## config.mk

```make
export PLATFORM = sky130hd
export DESIGN_NAME = qpu_ifu_imem_arb
export DESIGN_NICKNAME = d
export VERILOG_FILES = /design/src/rtl/qpu_ifu_imem_arb.sv
export SDC_FILE = /design/constraint.sdc
export NUM_CORES = 1
export LEC_CHECK = 0
export CAP_MARGIN = 20
export CORE_AREA = 5 5 103 105
export DETAILED_ROUTE_END_ITERATION = 10
export DIE_AREA = 0 0 108 110
export PLACE_DENSITY_LB_ADDON = 0.05
export SYNTH_ARGS = -nofsm -noshare
export SYNTH_HDL_FRONTEND = slang
export SYNTH_SLANG_ARGS = --single-unit
```

## constraint.sdc

```tcl
create_clock -name clk -period 4.8 [get_ports clk]
set_clock_uncertainty 0.15 [all_clocks]
set_input_delay 0.72 -clock clk [delete_from_list [all_inputs] [get_ports clk]]
set_output_delay 0.72 -clock clk [all_outputs]
set_load 0.01 [all_outputs]
```

## src/rtl/qpu_ifu_imem_arb.sv

```systemverilog
// qpu_ifu_imem_arb
// Shares the single instruction-memory port between the IFU fetch channel
// (read-only) and the host loader port (read/write). At most one memory
// transaction is outstanding at any time, and its response is routed back to
// whichever requester issued it. With a zero-wait-state memory the arbiter
// sustains one transaction per cycle, because a new grant may be issued in
// the same cycle that the outstanding response handshakes.

`ifndef QPU_PC_SIZE
`define QPU_PC_SIZE 32
`endif
`ifndef QPU_INSTR_SIZE
`define QPU_INSTR_SIZE 32
`endif

module qpu_ifu_imem_arb #(
   parameter int PC_SIZE        = `QPU_PC_SIZE,
   parameter int INSTR_SIZE     = `QPU_INSTR_SIZE,
   // Consecutive host grants allowed while the IFU is waiting (1..15).
   parameter int HOST_MAX_BURST = 4
) (
   input  logic                  clk,
   input  logic                  rst,

   // IFU fetch request / response
   input  logic                  ifu_req_valid,
   output logic                  ifu_req_ready,
   input  logic [PC_SIZE-1:0]    ifu_req_pc,
   input  logic                  ifu_req_seq,
   output logic                  ifu_rsp_valid,
   input  logic                  ifu_rsp_ready,
   output logic [INSTR_SIZE-1:0] ifu_rsp_instr,

   // Host loader request / response
   input  logic                  host_req_valid,
   output logic                  host_req_ready,
   input  logic                  host_req_write,
   input  logic [PC_SIZE-1:0]    host_req_addr,
   input  logic [INSTR_SIZE-1:0] host_req_wdata,
   output logic                  host_rsp_valid,
   input  logic                  host_rsp_ready,
   output logic [INSTR_SIZE-1:0] host_rsp_rdata,

   // Instruction memory controller
   output logic                  mem_req_valid,
   input  logic                  mem_req_ready,
   output logic                  mem_req_write,
   output logic [PC_SIZE-1:0]    mem_req_addr,
   output logic [INSTR_SIZE-1:0] mem_req_wdata,
   input  logic                  mem_rsp_valid,
   output logic                  mem_rsp_ready,
   input  logic [INSTR_SIZE-1:0] mem_rsp_rdata,

   // Status
   output logic                  arb_busy
);

   // Requester indices; also the encoding of owner and lock owner.
   localparam logic SEL_IFU  = 1'b0;
   localparam logic SEL_HOST = 1'b1;

   localparam logic [3:0] BURST_LIMIT = 4'(HOST_MAX_BURST);
   localparam logic [3:0] BURST_SAT   = 4'hF;

   typedef enum logic {
      ST_IDLE = 1'b0,  // no outstanding transaction
      ST_OUTS = 1'b1   // one transaction outstanding, owned by owner_reg
   } state_t;

   // ------------------------------------------------------------------
   // State
   // ------------------------------------------------------------------
   state_t     state_reg;
   logic       owner_reg;       // requester that owns the outstanding transaction
   logic       lock_reg;        // a granted request is stalled on mem_req_ready
   logic       lock_owner_reg;  // requester holding the lock
   logic [3:0] burst_cnt_reg;   // host grants while the IFU was waiting

   // ------------------------------------------------------------------
   // Per-requester vectors, indexed by SEL_IFU / SEL_HOST
   // ------------------------------------------------------------------
   logic [1:0] req_valid;
   logic [1:0] req_ready;
   logic [1:0] rsp_ready;
   logic [1:0] rsp_valid;

   assign req_valid = {host_req_valid, ifu_req_valid};
   assign rsp_ready = {host_rsp_ready, ifu_rsp_ready};

   // ------------------------------------------------------------------
   // Response side
   // ------------------------------------------------------------------
   logic rsp_phase;          // outstanding transaction may be answered this cycle
   logic mem_rsp_ready_int;
   logic rsp_fire;           // outstanding response handshakes this cycle

   assign rsp_phase = ~rst & (state_reg == ST_OUTS);

   // Response ready: follow the owner in OUTS; in IDLE accept and discard
   // anything the memory presents (late responses of abandoned transactions).
   always_comb begin
      mem_rsp_ready_int = 1'b0;
      if (!rst) begin
         if (state_reg == ST_OUTS) begin
            mem_rsp_ready_int = rsp_ready[owner_reg];
         end else begin
            mem_rsp_ready_int = 1'b1;
         end
      end
   end

   assign rsp_fire = rsp_phase & mem_rsp_valid & mem_rsp_ready_int;

   // ------------------------------------------------------------------
   // Issue window and winner selection
   // ------------------------------------------------------------------
   logic can_issue;
   logic lock_live;     // lock still held by a requester that keeps its valid up
   logic host_capped;   // host has used up its burst allowance over a waiting IFU
   logic win_valid;
   logic win_sel;
   logic mem_req_valid_int;
   logic req_fire;      // memory request handshake this cycle

   assign can_issue   = ~rst & ((state_reg == ST_IDLE) | rsp_fire);
   assign lock_live   = lock_reg & req_valid[lock_owner_reg];
   assign host_capped = (burst_cnt_reg == BURST_LIMIT) & ifu_req_valid;

   // Winner: a live lock dominates, then the host unless capped, then the IFU.
   always_comb begin
      win_valid = 1'b0;
      win_sel   = SEL_IFU;
      if (lock_live) begin
         win_valid = 1'b1;
         win_sel   = lock_owner_reg;
      end else if (host_req_valid && !host_capped) begin
         win_valid = 1'b1;
         win_sel   = SEL_HOST;
      end else if (ifu_req_valid) begin
         win_valid = 1'b1;
         win_sel   = SEL_IFU;
      end
   end

   assign mem_req_valid_int = can_issue & win_valid;
   assign req_fire          = mem_req_valid_int & mem_req_ready;

   // Per-requester handshake and response-valid decode.
   genvar gi;
   generate
      for (gi = 0; gi < 2; gi++) begin : g_req
         assign req_ready[gi] = req_fire & (win_sel == (gi == 1));
         assign rsp_valid[gi] = rsp_phase & mem_rsp_valid & (owner_reg == (gi == 1));
      end
   endgenerate

   // Request mux: fields from the winner, IFU fetches are always reads with
   // zero write data, everything zero when nothing is being requested.
   always_comb begin
      mem_req_write = 1'b0;
      mem_req_addr  = '0;
      mem_req_wdata = '0;
      if (mem_req_valid_int) begin
         if (win_sel == SEL_HOST) begin
            mem_req_write = host_req_write;
            mem_req_addr  = host_req_addr;
            mem_req_wdata = host_req_wdata;
         end else begin
            mem_req_addr  = ifu_req_pc;
         end
      end
   end

   // ------------------------------------------------------------------
   // Outputs
   // ------------------------------------------------------------------
   assign mem_req_valid  = mem_req_valid_int;
   assign mem_rsp_ready  = mem_rsp_ready_int;
   assign ifu_req_ready  = req_ready[SEL_IFU];
   assign host_req_ready = req_ready[SEL_HOST];
   assign ifu_rsp_valid  = rsp_valid[SEL_IFU];
   assign host_rsp_valid = rsp_valid[SEL_HOST];
   assign ifu_rsp_instr  = rst ? '0 : mem_rsp_rdata;
   assign host_rsp_rdata = rst ? '0 : mem_rsp_rdata;
   assign arb_busy       = (state_reg == ST_OUTS);

   // The sequential-fetch hint carries no meaning for the memory port.
   logic unused_seq;
   assign unused_seq = ifu_req_seq;

   // ------------------------------------------------------------------
   // FSM, owner, lock and host burst counter
   // ------------------------------------------------------------------
   // Single sequential block: transaction state, ownership, stall lock, burst.
   always_ff @(posedge clk) begin
      if (rst) begin
         state_reg      <= ST_IDLE;
         owner_reg      <= SEL_IFU;
         lock_reg       <= 1'b0;
         lock_owner_reg <= SEL_IFU;
         burst_cnt_reg  <= 4'd0;
      end else begin
         // A request handshake always opens a new transaction, including the
         // back-to-back case where the previous response retires this cycle.
         if (req_fire) begin
            state_reg <= ST_OUTS;
            owner_reg <= win_sel;
         end else if (rsp_fire) begin
            state_reg <= ST_IDLE;
         end

         // Hold the grant on a stalled request so the memory never sees the
         // address change under a pending valid.
         if (mem_req_valid_int && !mem_req_ready) begin
            lock_reg       <= 1'b1;
            lock_owner_reg <= win_sel;
         end else if (req_fire) begin
            lock_reg <= 1'b0;
         end else if (lock_reg && !req_valid[lock_owner_reg]) begin
            lock_reg <= 1'b0;
         end

         // Host grants are only counted against an IFU that is actually waiting.
         if (!ifu_req_valid || req_ready[SEL_IFU]) begin
            burst_cnt_reg <= 4'd0;
         end else if (req_ready[SEL_HOST] && (burst_cnt_reg != BURST_SAT)) begin
            burst_cnt_reg <= burst_cnt_reg + 4'd1;
         end
      end
   end

endmodule

```

==> impl.org, run 1 <==
** Status
- Status :: finished clean

** Power
- Portion of total power attributed to the clock network :: 15.8%
- Static Leak :: 1.70 nW
- Part of the total power dissipated in combinational logic :: 70.4%
- For this design the ratio of total power to cell area is 119 nW/um^2.
- Of the total power, the share spent switching nets is 32.3%.
- The analysis attributes to net switching a power of 0.000166 W.
- In this run, flip-flops and latches consume 13.8% of the power.
- Across the VDD grid, the largest voltage drop is 0.0822 mV.
- The internal power of the cells totals 0.000348 W.

** Synthesis
- A synthesized cell averages 6.11 sq um.
- The synthesized netlist contains 34 unique library cells.
- Most used DFF post-synth :: dfxtp_1
- The share of synthesized area in the top cell type comes to 15.1%.
- Synth Net Count :: 421
- Most numerous cell types in the synthesized netlist :: nand2_1 (69), a21oi_1 (38), nor2b_1 (34), and3_1 (33), buf_4 (32)
- Async set-or-reset flop fraction in the synthesized netlist :: 0%
- Netlist area before placement :: 1720 sq um
- Among all cell types in the netlist, the one instantiated most often is nand2_1.
- Biggest area contributors in the synthesized netlist :: nand2_1 (15%), buf_4 (14%), nor2b_1 (12%)
- During synthesis, Yosys emitted a total of 0 warnings.
- The cell count after synthesis came out at about 280.
- Summed over all instances, the cell type with the most area after synthesis is nand2_1.
- Sequential elements use under 10% of the synthesized area.
- The synthesized design contains 0 enable-type register cells.
- Number of storage elements in the synthesis netlist :: 8

** Route
- After detailed routing, the average wire length per cell comes to 15.3 microns.
- Remaining design rule violation count :: 0
- In this run the remaining antenna-violating nets after routing total 0.
- In this run, the number of DRC markers left after iteration 0 of detailed routing was 157.
- Final WL :: 9780 microns
- Pre-Repair DR Iteration Count :: 4
- Number of vias in the routed layout :: approximately 2700
- Post-DR vias/cell :: 4.24

** Floorplan
- Die span in x :: 108 microns
- 274 I/O pins were placed.
- Floorplan die area :: ~12000 sq um
- Placeable core region :: 9550 sq um
- The die is between 100 and 150 microns tall.
- The initialized floorplan defines 36 standard-cell rows.
- Once the floorplan was initialized, standard cells occupied 18.0% of the core.

** Timing
- Setup slack of the critical path after layout :: 0.856 ns
- Final critical delay including setup and external delays :: 3.94 ns
- Top achievable clock speed :: 254 MHz
- Setup total negative slack on the finished layout was measured at 0 ns.
- Final number of max-transition violations :: 0
- Actual slew at the worst max-slew pin :: 0.598 ns
- Setup violations remaining at the end of the flow were counted as 0.
- Final hold vios :: 0
- In the finished design, the share of the clock period the worst path needs comes to 82.2%.
- Max_slew headroom :: 60.1%
- Unrepaired setup endpoints after global routing :: no

** Place
- Detailed placement ended at an HPWL of 8040 microns.
- Worst slack at placement :: 0.812 ns
- Placed cells :: 635
- The placed instances occupy a cell area of 4280 sq um.
- Final GP Congestion :: 0.740
- Number of input and output port buffers inserted :: 272

** Clock tree
- Clock buffers created by TritonCTS :: 3
- Insertion delay of the later-clocked pin in the worst-skew pair :: around 0.23 ns
- After clock tree synthesis, the setup repair step added 0 buffers.
- CTS sink count :: 8
- Gates resized, CTS repair :: 0
- TritonCTS clock tree :: built
- In this run, post-CTS hold repair placed 0 buffers.
- Htree depth :: 1
- No sink is reached through more buffers than the 2 on the longest clock path.
- Clock-pin slew was measured on the worst setup and hold paths at 0.04 ns.
- Clock tree root driver cell :: clkbuf_8

** Setup path
- Max incr delay on CP :: 0.59 ns
- The kind of cell with the highest combined delay along the critical path is buffers and inverters.
- Cell Chain, Critical Path :: clkdlybuf4s50_1 > nand3b_1 > o211a_2 > buf_12 > nand2_1 > a21oi_1 > clkdlybuf4s50_1
- In this run the worst path has a maximum fanout of 45.
- The worst setup path is launched from an input pin.
- Data arrival time at the worst-slack endpoint :: between 3 and 4 ns
- The critical path is of the in2out type.
- The slowest stage of the critical path belongs to the cell o211a_2.
- The most numerous cell type found on the critical path is clkdlybuf4s50_1.
- STA puts the critical path data required time at 3.93 ns.
- STA classifies the critical path endpoint as a primary output.
- Together, buffers and inverters on the worst path number 3.

** Layout
- Finished layout cell area :: about 4300 sq um
- At the end of the flow the core is filled with cells to 45.3%.
- Once layout is complete, the cells apart from fillers number 638.
- The register with the most flip-flops in the layout has 4 of them.
- The number of antenna diodes in the final layout is 0.
- Layout cell share with drive strength beyond 1 :: approximately 2.6%
- At the end of the flow, the number of nets in the layout was 647.
- Relative to the synthesized area, the layout overhead comes to 152%.

** Global route
- The number of global-route vias before repair is 2614.
- The first global-routing pass estimated 13900 microns of wire.
- M1 GR Usage :: 14.9%
- Total congestion overflow :: 0
- met2 is the most crowded layer.
- Global routing consumed, on the met3 layer, around 4.0% of the routing resources.
- Global-route track usage on met2 :: 29.8%
- All-layer global routing usage :: roughly 14%
- The number of antenna violations at the first check in global routing is 0.
- Entering global routing, the biggest net connects 46 pins.

** Run
- Max-capacitance violation count :: 0

** Min path
- The path class of the tightest hold or removal check is reg2reg.
==> metrics by stage <==
step / hold WS [ns] / power, W
2_1_floorplan: 0.308 / 0.000214
3_3_place_gp: 0.329 / 0.000436
3_5_place_dp: 0.333 / 0.000438
4_1_cts: 0.338 / 0.000522
5_1_grt: 0.374 / 0.000548
6_report: 0.336 / 0.000514
==> cells by family (layout without fill, tap and decap cells) <==
family	count (synthesis)	count (layout)	synth area share [%]
simple gates	153	153	45.8
buf+inv	62	286	23.0
compound gates	53	53	18.5
flops	8	8	9.33
mux	3	3	1.82
fa+ha+maj	2	2	1.46
==> placed cells by master, fill, tap and decap left out, drive strengths merged, types with 4 or more instances in the layout <==
cell           synthesis  layout
o21ai                  4       4
nand3                  5       5
nor2b                 34      34
a21oi                 38      38
nand2                 69      69
clkdlybuf4s50          0     272
inv                    5       5
and3                  33      33
buf                   45       5
dfxtp                  8       8
==> worst register-to-register path: cells and delay by family, from the launching register on <==
kind            cells  cell delay (ns)
compound gates      3             0.97
fa+ha+maj           1             0.20
flops               1             0.38
buf+inv             2             0.37
simple gates        1             0.13
==> power by group through the flow <==
| stage | Clock (W) | Sequential, W | Combinational (W) |
|---|---|---|---|
| 2_1_floorplan | 0 | 0.0000717 | 0.000142 |
| 3_3_place_gp | 0 | 0.0000720 | 0.000364 |
| 3_5_place_dp | 0 | 0.0000722 | 0.000365 |
| 4_1_cts | 0.0000840 | 0.0000709 | 0.000367 |
| 5_1_grt | 0.0000875 | 0.0000712 | 0.000389 |
| 6_report | 0.0000812 | 0.0000710 | 0.000362 |
==> final timing paths <==
path / slack (ns) / startpoint / cells past startpoint / end
min reg2reg: 0.34 / lock_reg / 2 / lock_reg
min: 0.34 / lock_reg / 2 / lock_reg
max reg2reg: 2.53 / burst_cnt_reg[0] / 7 / burst_cnt_reg[2]
max: 0.86 / ifu_req_valid / 7 / mem_req_addr[29]
==> cell type report <==
class / instances / area (sq um)
repair buffers: 277 / 2770
well taps: 133 / 166
clock buffers: 3 / 41.3
flip-flops and latches: 8 / 160
fillers: 977 / 5220
multi-input cells: 211 / 1160
inverters: 6 / 23.8
==> per-layer routing <==
layer | vias to the layer above | wire length [microns]
li1 | 1362 | -
met1 | 1212 | 3480
met2 | 131 | 5330
met3 | 2 | 929
met4 | 0 | 40
met5 | - | 0
Power figures use the tool's default switching activity.
==> run 2, diff against run 1 <==
- CORE_AREA: 5 5 103 105 -> 5 5 102 104
- DIE_AREA: 0 0 108 110 -> 0 0 107 109
- clock period: 4.8 -> 3.2 ns (I/O delays scaled with it)
==> run 2 against run 1 <==
- wire length shrank 0.40%
- critical path depth stayed put
- combinational power is 56% higher
- sequential power grew 49%
- final area increased by 3.6%
- count of clock-buffer cells in the layout did not move
- final cell count down 1.6%
==> impl.org, run 2 (synthesis results as in run 1) <==
** Global route
- The number of global-route vias before repair was 2588.
- Total congestion overflow :: 0
- Global routing used 14.7% of the available tracks.
- Met3 demand-to-capacity share in global routing :: approximately 3.8%
- The layer flagged by global routing as most heavily used is met2.
- Global-route track usage on met2 :: 27.7%
- First-pass GRT wire length :: 13900 microns
- The number of antenna violations at the first check in global routing came to 0.
- M1 GR Usage :: 17.0%
- Largest net degree at the start of global routing :: 42

** Clock tree
- TritonCTS clock tree :: built
- For the worst-skew pair, the clock arrives at the later sink with an insertion delay of 0.23 ns.
- After clock tree synthesis, the flow added hold-fix buffers numbering 0.
- CTS clk-pin slew, worst paths :: 0.04 ns
- The clock drives 8 sinks.
- The longest clock path from root to sink contains 2 buffers.
- In this run, CTS created clock tree buffers numbering 3.
- CTS built an H-tree with a depth of 1.
- The tree is rooted in a clkbuf_8.

** Power
- Static Leak :: 2.12 nW
- Total power divided by cell area :: between 150 and 200 nW/um^2
- Across the VDD grid, the largest voltage drop is 0.131 mV.

** Timing
- Actual slew at the worst max-slew pin :: 0.408 ns
- Dividing the final minimum period by the clock period gives ~100%.
- Max_slew headroom :: approximately 73%
- Across all hold checks on the routed design, the worst slack comes to 0.346 ns.
- The smallest clock period supported by the final layout is computed as ~3.1 ns.
- Setup violations remaining at the end of the flow were counted as 0.
- Derived from the worst setup path, the maximum achievable clock frequency is 322 MHz.
- Final number of max-transition violations :: 0
- Setup repair after global routing could not meet its margin everywhere.
- The count of endpoints failing hold in the final timing report was 0.
- Setup total negative slack :: 0 ns

** Floorplan
- Initial Util :: 18.1%
- The floorplan has 36 rows.
- The floorplan step defined a die boundary enclosing 11700 sq um.
- I/O Pins :: 274
- Y dimension of the die :: 109 microns
- Placeable core region :: 9460 sq um
- Die span in x :: 107 microns

** Layout
- Of the cells placed in the final design, the portion with a size suffix greater than 1 is roughly 4.3%.
- Count of inserted antenna diode cells :: 0
- Leaving out fill and tap cells, the most frequent cell in the layout is clkdlybuf4s50_1.
- The register with the most flip-flops in the layout has 4 of them.
- Most used cells in the layout excluding fill and tap cells :: clkdlybuf4s50_1 (251), nand2_1 (69), a21oi_1 (38), nor2b_1 (34), and3_1 (33)
- After the last flow step, the layout net total stands at 656.
- Synthesis-to-finish area growth :: 161%

** Route
- After detailed routing, the number of vias per cell comes to 4.26.
- In the final routed layout, each cell accounts on average for 15.5 microns.
- The detail route stage leaves a number of antenna-violating nets equal to 0.
- Wires add up to approximately 9700 microns.
- In this run, the number of DRC markers left after iteration 0 of detailed routing was 160.
- Across all layers, the routed design uses between 2000 and 3000 vias.
- After detailed routing, the number of remaining DRC violations is 0.
- Pre-Repair DR Iteration Count :: 4

** Run
- Across the run, the number of max-cap violations was 0.

** Min path
- The path class of the tightest hold or removal check is reg2reg.

** Setup path
- Crit end category :: primary output
- Data arrival time at the worst-slack endpoint :: 2.48 ns
- Worst setup path category :: in2out
- Startpoint Class :: input pin
- Data required, critical path :: 2.57 ns
- Peak fanout along the critical path :: 30

** Place
- Number of input and output port buffers inserted :: 272
- Final GP Congestion :: 0.759
- The wire-length estimate of the detail-placed layout is 8090 microns.

** Status
- Status :: finished clean
## run 2: final cells by class
cell class / count / area (sq um)
Clock buffer: 3 / 41.3
Fill cell: 957 / 4980
Inverter: 6 / 23.8
Multi-Input combinational cell: 211 / 1170
Sequential cell: 8 / 160
Tap cell: 114 / 143
Timing Repair Buffer: 286 / 2950
## run 2: what timing repair did
item	in CTS	in global routing
endpoints found under the setup margin	0	39
gates resized for setup	0	23
setup buffers	0	0
## run 2: metrics by stage
step                      area, sq um  cells  setup slack (ns)  total power, W  utilization (%)
after floorplan                  1720    281             0.992        0.000321                -
after global placement           4380    625            0.0155        0.000673             46.3
after detailed placement         4380    625            0.0134        0.000676             46.3
after CTS                        4420    628            0.0151        0.000803             46.7
after global routing             4480    628           -0.0122        0.000843             47.4
final                            4480    628            0.0896        0.000792             47.4
## run 2: routing by layer
layer  vias to the layer above  share of wire [%]  routed length (microns)
met4                         0               0.83                       81
met5                         -                  0                        0
met3                         6                7.8                      757
met2                       117                 53                     5120
li1                       1375                  -                        -
met1                      1180                 39                     3790
## run 2: path summary, 6_finish.rpt
| path | start | endpoint | slack (ns) | cells past startpoint |
|---|---|---|---|---|
| max | host_rsp_ready | mem_req_wdata[23] | 0.09 | 7 |
| min | lock_owner_reg | lock_owner_reg | 0.35 | 2 |
| max reg2reg | owner_reg | burst_cnt_reg[3] | 1.24 | 7 |
| min reg2reg | lock_owner_reg | lock_owner_reg | 0.35 | 2 |
## run 2: critical path, cell delays in order
cell,delay [ns]
clkdlybuf4s50_1,0.46
mux2i_1,0.09
a2111o_1,0.50
clkinv_2,0.10
buf_12,0.15
and3_1,0.16
clkdlybuf4s50_1,0.54
## run 2: report_power, final
part	total, W	switching, W	internal, W
Sequential	0.000106	0.00000312	0.000103
Combinational	0.000563	0.000208	0.000354
Clock	0.000123	0.0000413	0.0000817
==> run 3, diff against run 2 <==
- CORE_AREA: 5 5 102 104 -> 5 5 104 106
- DIE_AREA: 0 0 107 109 -> 0 0 109 111
- clock period: 3.2 -> 3.4 ns (I/O delays scaled with it)
==> run 3 against run 2 <==
- global-route usage is 0.38 points higher
- non-clock buffer count grew 2
- via count grew 2.4%
- final cell count grew 3.3%
- count of clock-buffer cells in the layout unchanged
- sequential cell count is the same
- worst setup slack better by 0.055 ns
==> impl.org, run 3 (synthesis results as in run 1) <==
** Status
- The flow ran to the end, and the final reports show no timing, DRC or antenna violations.

** Layout
- Leaving out fill and tap cells, the most frequent cell in the layout is clkdlybuf4s50_1.
- Layout cell share with drive strength beyond 1 :: 4.65%
- The library cells used most frequently in the layout, excluding fill and tap cells, are clkdlybuf4s50_1 (272), nand2_1 (69), a21oi_1 (38), nor2b_1 (34), and3_1 (33).
- Post-Layout Cell Count :: 649
- The register with the most flip-flops in the layout has 4 of them.
- The repair_antennas step left the layout with diodes totalling 0.
- Relative to the synthesized area, the layout overhead comes to 159%.
- The final layout contains approximately 660 nets.

** Timing
- Final number of max-transition violations :: 0
- After routing, the total negative slack on setup checks comes to 0 ns.
- Final setup violation count :: 0
- Derived from the worst setup path, the maximum achievable clock frequency is 307 MHz.
- Final hold vios :: 0
- Portion of the clock cycle consumed by the worst path in the final layout :: 95.8%
- Actual slew at the worst max-slew pin :: between 0.3 and 0.4 ns
- The worst path needs between 3 and 4 ns of the cycle, external delays included.
- Measured against its own limit, the worst slew margin works out to 73.4%.
- Unrepaired setup endpoints after global routing :: no

** Clock tree
- TritonCTS built the clock tree.
- Clock tree root driver cell :: clkbuf_8
- Htree depth :: 1
- CTS sink count :: 8
- Insertion delay of the later-clocked pin in the worst-skew pair :: around 0.23 ns
- No sink is reached through more buffers than the 2 on the longest clock path.
- Clock-pin slew was measured on the worst setup and hold paths at 0.04 ns.
- Gates resized, CTS repair :: 0
- Clock buffers created by TritonCTS :: 3

** Power
- For this design the ratio of total power to cell area is approximately 170 nW/um^2.
- Static Leak :: 1.76 nW
- Maximum vdd drop :: between 0.1 and 0.15 mV

** Route
- For this block, the routed nets add up to about 10000 microns of wire.
- The final route contains 2743 vias.
- After detailed routing, the number of remaining DRC violations is 0.
- Pre-Repair DR Iteration Count :: 5
- Count of antenna-violating nets left after detailed routing :: 0
- Number of violations reported at the end of detailed-routing iteration 0 :: 144
- In the final routed layout, each cell accounts on average for between 15 and 20 microns.
- Post-DR vias/cell :: 4.23

** Floorplan
- The floorplan step defined a die boundary enclosing between 10000 and 15000 sq um.
- The floorplan has 36 rows.
- In this run the vertical extent of the chip is 111 microns.
- Initial Util :: 17.7%
- From left edge to right edge, the die measures 109 microns.
- During I/O placement, the number of pins put on the boundary was 274.
- After floorplanning, the core was sized to cover between 9000 and 10000 sq um.

** Global route
- Global routing used 29.3% of the available met2 tracks.
- All-layer global routing usage :: 15.0%
- Most crowded layer after global routing :: met2
- In the global route stage, met1 resource usage came out at 15.8%.
- The number of global-route vias before repair was ~2700.
- Number of antenna violations at the first check in global routing :: 0
- The first global-routing pass estimated 14700 microns of wire.
- Total congestion overflow :: 0
- Largest net degree at the start of global routing :: 42
- Met3 demand-to-capacity share in global routing :: 2.97%

** Setup path
- Worst-path cell with the longest stage delay :: clkdlybuf4s50_1
- The worst register-to-register path ends at burst_cnt_reg[3].
- In this run the worst path has a maximum fanout of 11.
- Worst setup slack for register-to-register paths :: 1.30 ns
- Data arrival time at the worst-slack endpoint :: 2.60 ns
- Crit end category :: primary output
- The number of cells on the worst reg-to-reg path is 6.
- Data on the critical path is required at its endpoint by 2.74 ns.
- Cell Chain, Critical Path :: clkdlybuf4s50_1 > buf_4 > nand3b_1 > o211ai_4 > buf_4 > nand2_1 > a21oi_1 > clkdlybuf4s50_1
- Start of the worst register-to-register path :: owner_reg
- The largest single stage delay on the critical path is around 0.57 ns.
- STA classifies the critical path startpoint as an input pin.
- Worst setup path category :: in2out

** Run
- Max-capacitance violation count :: 0

** Min path
- The worst hold path was traced through 2 stages.
- Worst Hold Class :: reg2reg
- End point of the most critical hold path :: lock_reg
- Hold_sp :: lock_reg

** Place
- Detailed placement finished with a half-perimeter wire length of 8410 microns.
- Routability-driven placement finished with a final weighted congestion of about 0.73.
- Once placement completed, the tool counted placed cells totaling 645.
- Number of input and output port buffers inserted :: 272
## run 3: cell types whose count changed in the layout (fill, tap and decap cells not counted), sizes merged
cell | previous run | this run
buf | 14 | 16
dlymetal6s2s | 21 | 0
clkdlybuf4s50 | 251 | 272
## run 3: layout make-up
class	instances	area (sq um)
well taps	133	166
fillers	981	5240
inverters	6	23.8
repair buffers	288	2890
flip-flops and latches	8	160
clock buffers	3	41.3
multi-input cells	211	1160
## run 3: power breakdown
part / internal (W) / leakage, nW / switching [W]
clock: 0.0000769 / 0.0216 / 0.0000402
combinational: 0.000336 / 1.68 / 0.000197
sequential: 0.0000970 / 0.0650 / 0.00000318
## run 3: worst max path at each step
stage                    from                to  depth (start not counted)
5_1_grt         ifu_req_valid   mem_req_addr[6]                          8
3_3_place_gp    ifu_req_valid     ifu_req_ready                          8
2_1_floorplan  host_rsp_ready   mem_req_addr[0]                          5
4_1_cts         ifu_req_valid     ifu_req_ready                          8
6_report        ifu_req_valid  mem_req_addr[15]                          8
3_5_place_dp    ifu_req_valid     ifu_req_ready                          8
## run 3: worst max-delay path: cells and delay by family
family	cells	cell delay, ns
AND/OR/NAND/NOR	2	0.21
buffers and inverters	4	1.50
AO/OA/AOI/OAI	2	0.37
## run 3: metrics by stage
step	utilization [%]	power, W	hold slack [ns]	setup WS, ns	instance area [sq um]
2_1_floorplan	-	0.000302	0.308	1.13	1720
3_3_place_gp	45.4	0.000636	0.332	0.112	4400
3_5_place_dp	45.4	0.000639	0.336	0.0843	4400
4_1_cts	45.8	0.000762	0.342	0.0780	4440
5_1_grt	45.9	0.000803	0.364	0.0142	4450
6_report	45.9	0.000750	0.341	0.144	4450
## run 3: what timing repair did
item	4_1_cts	5_1_grt
setup endpoints to repair	0	5
endpoints found under the hold margin	0	0
hold buffers	0	0
buffers inserted	0	1
## run 3: layer usage
layer	up-vias	routed length [microns]
li1	1376	-
met1	1224	3570
met2	126	5370
met3	17	823
met4	0	204
met5	-	0
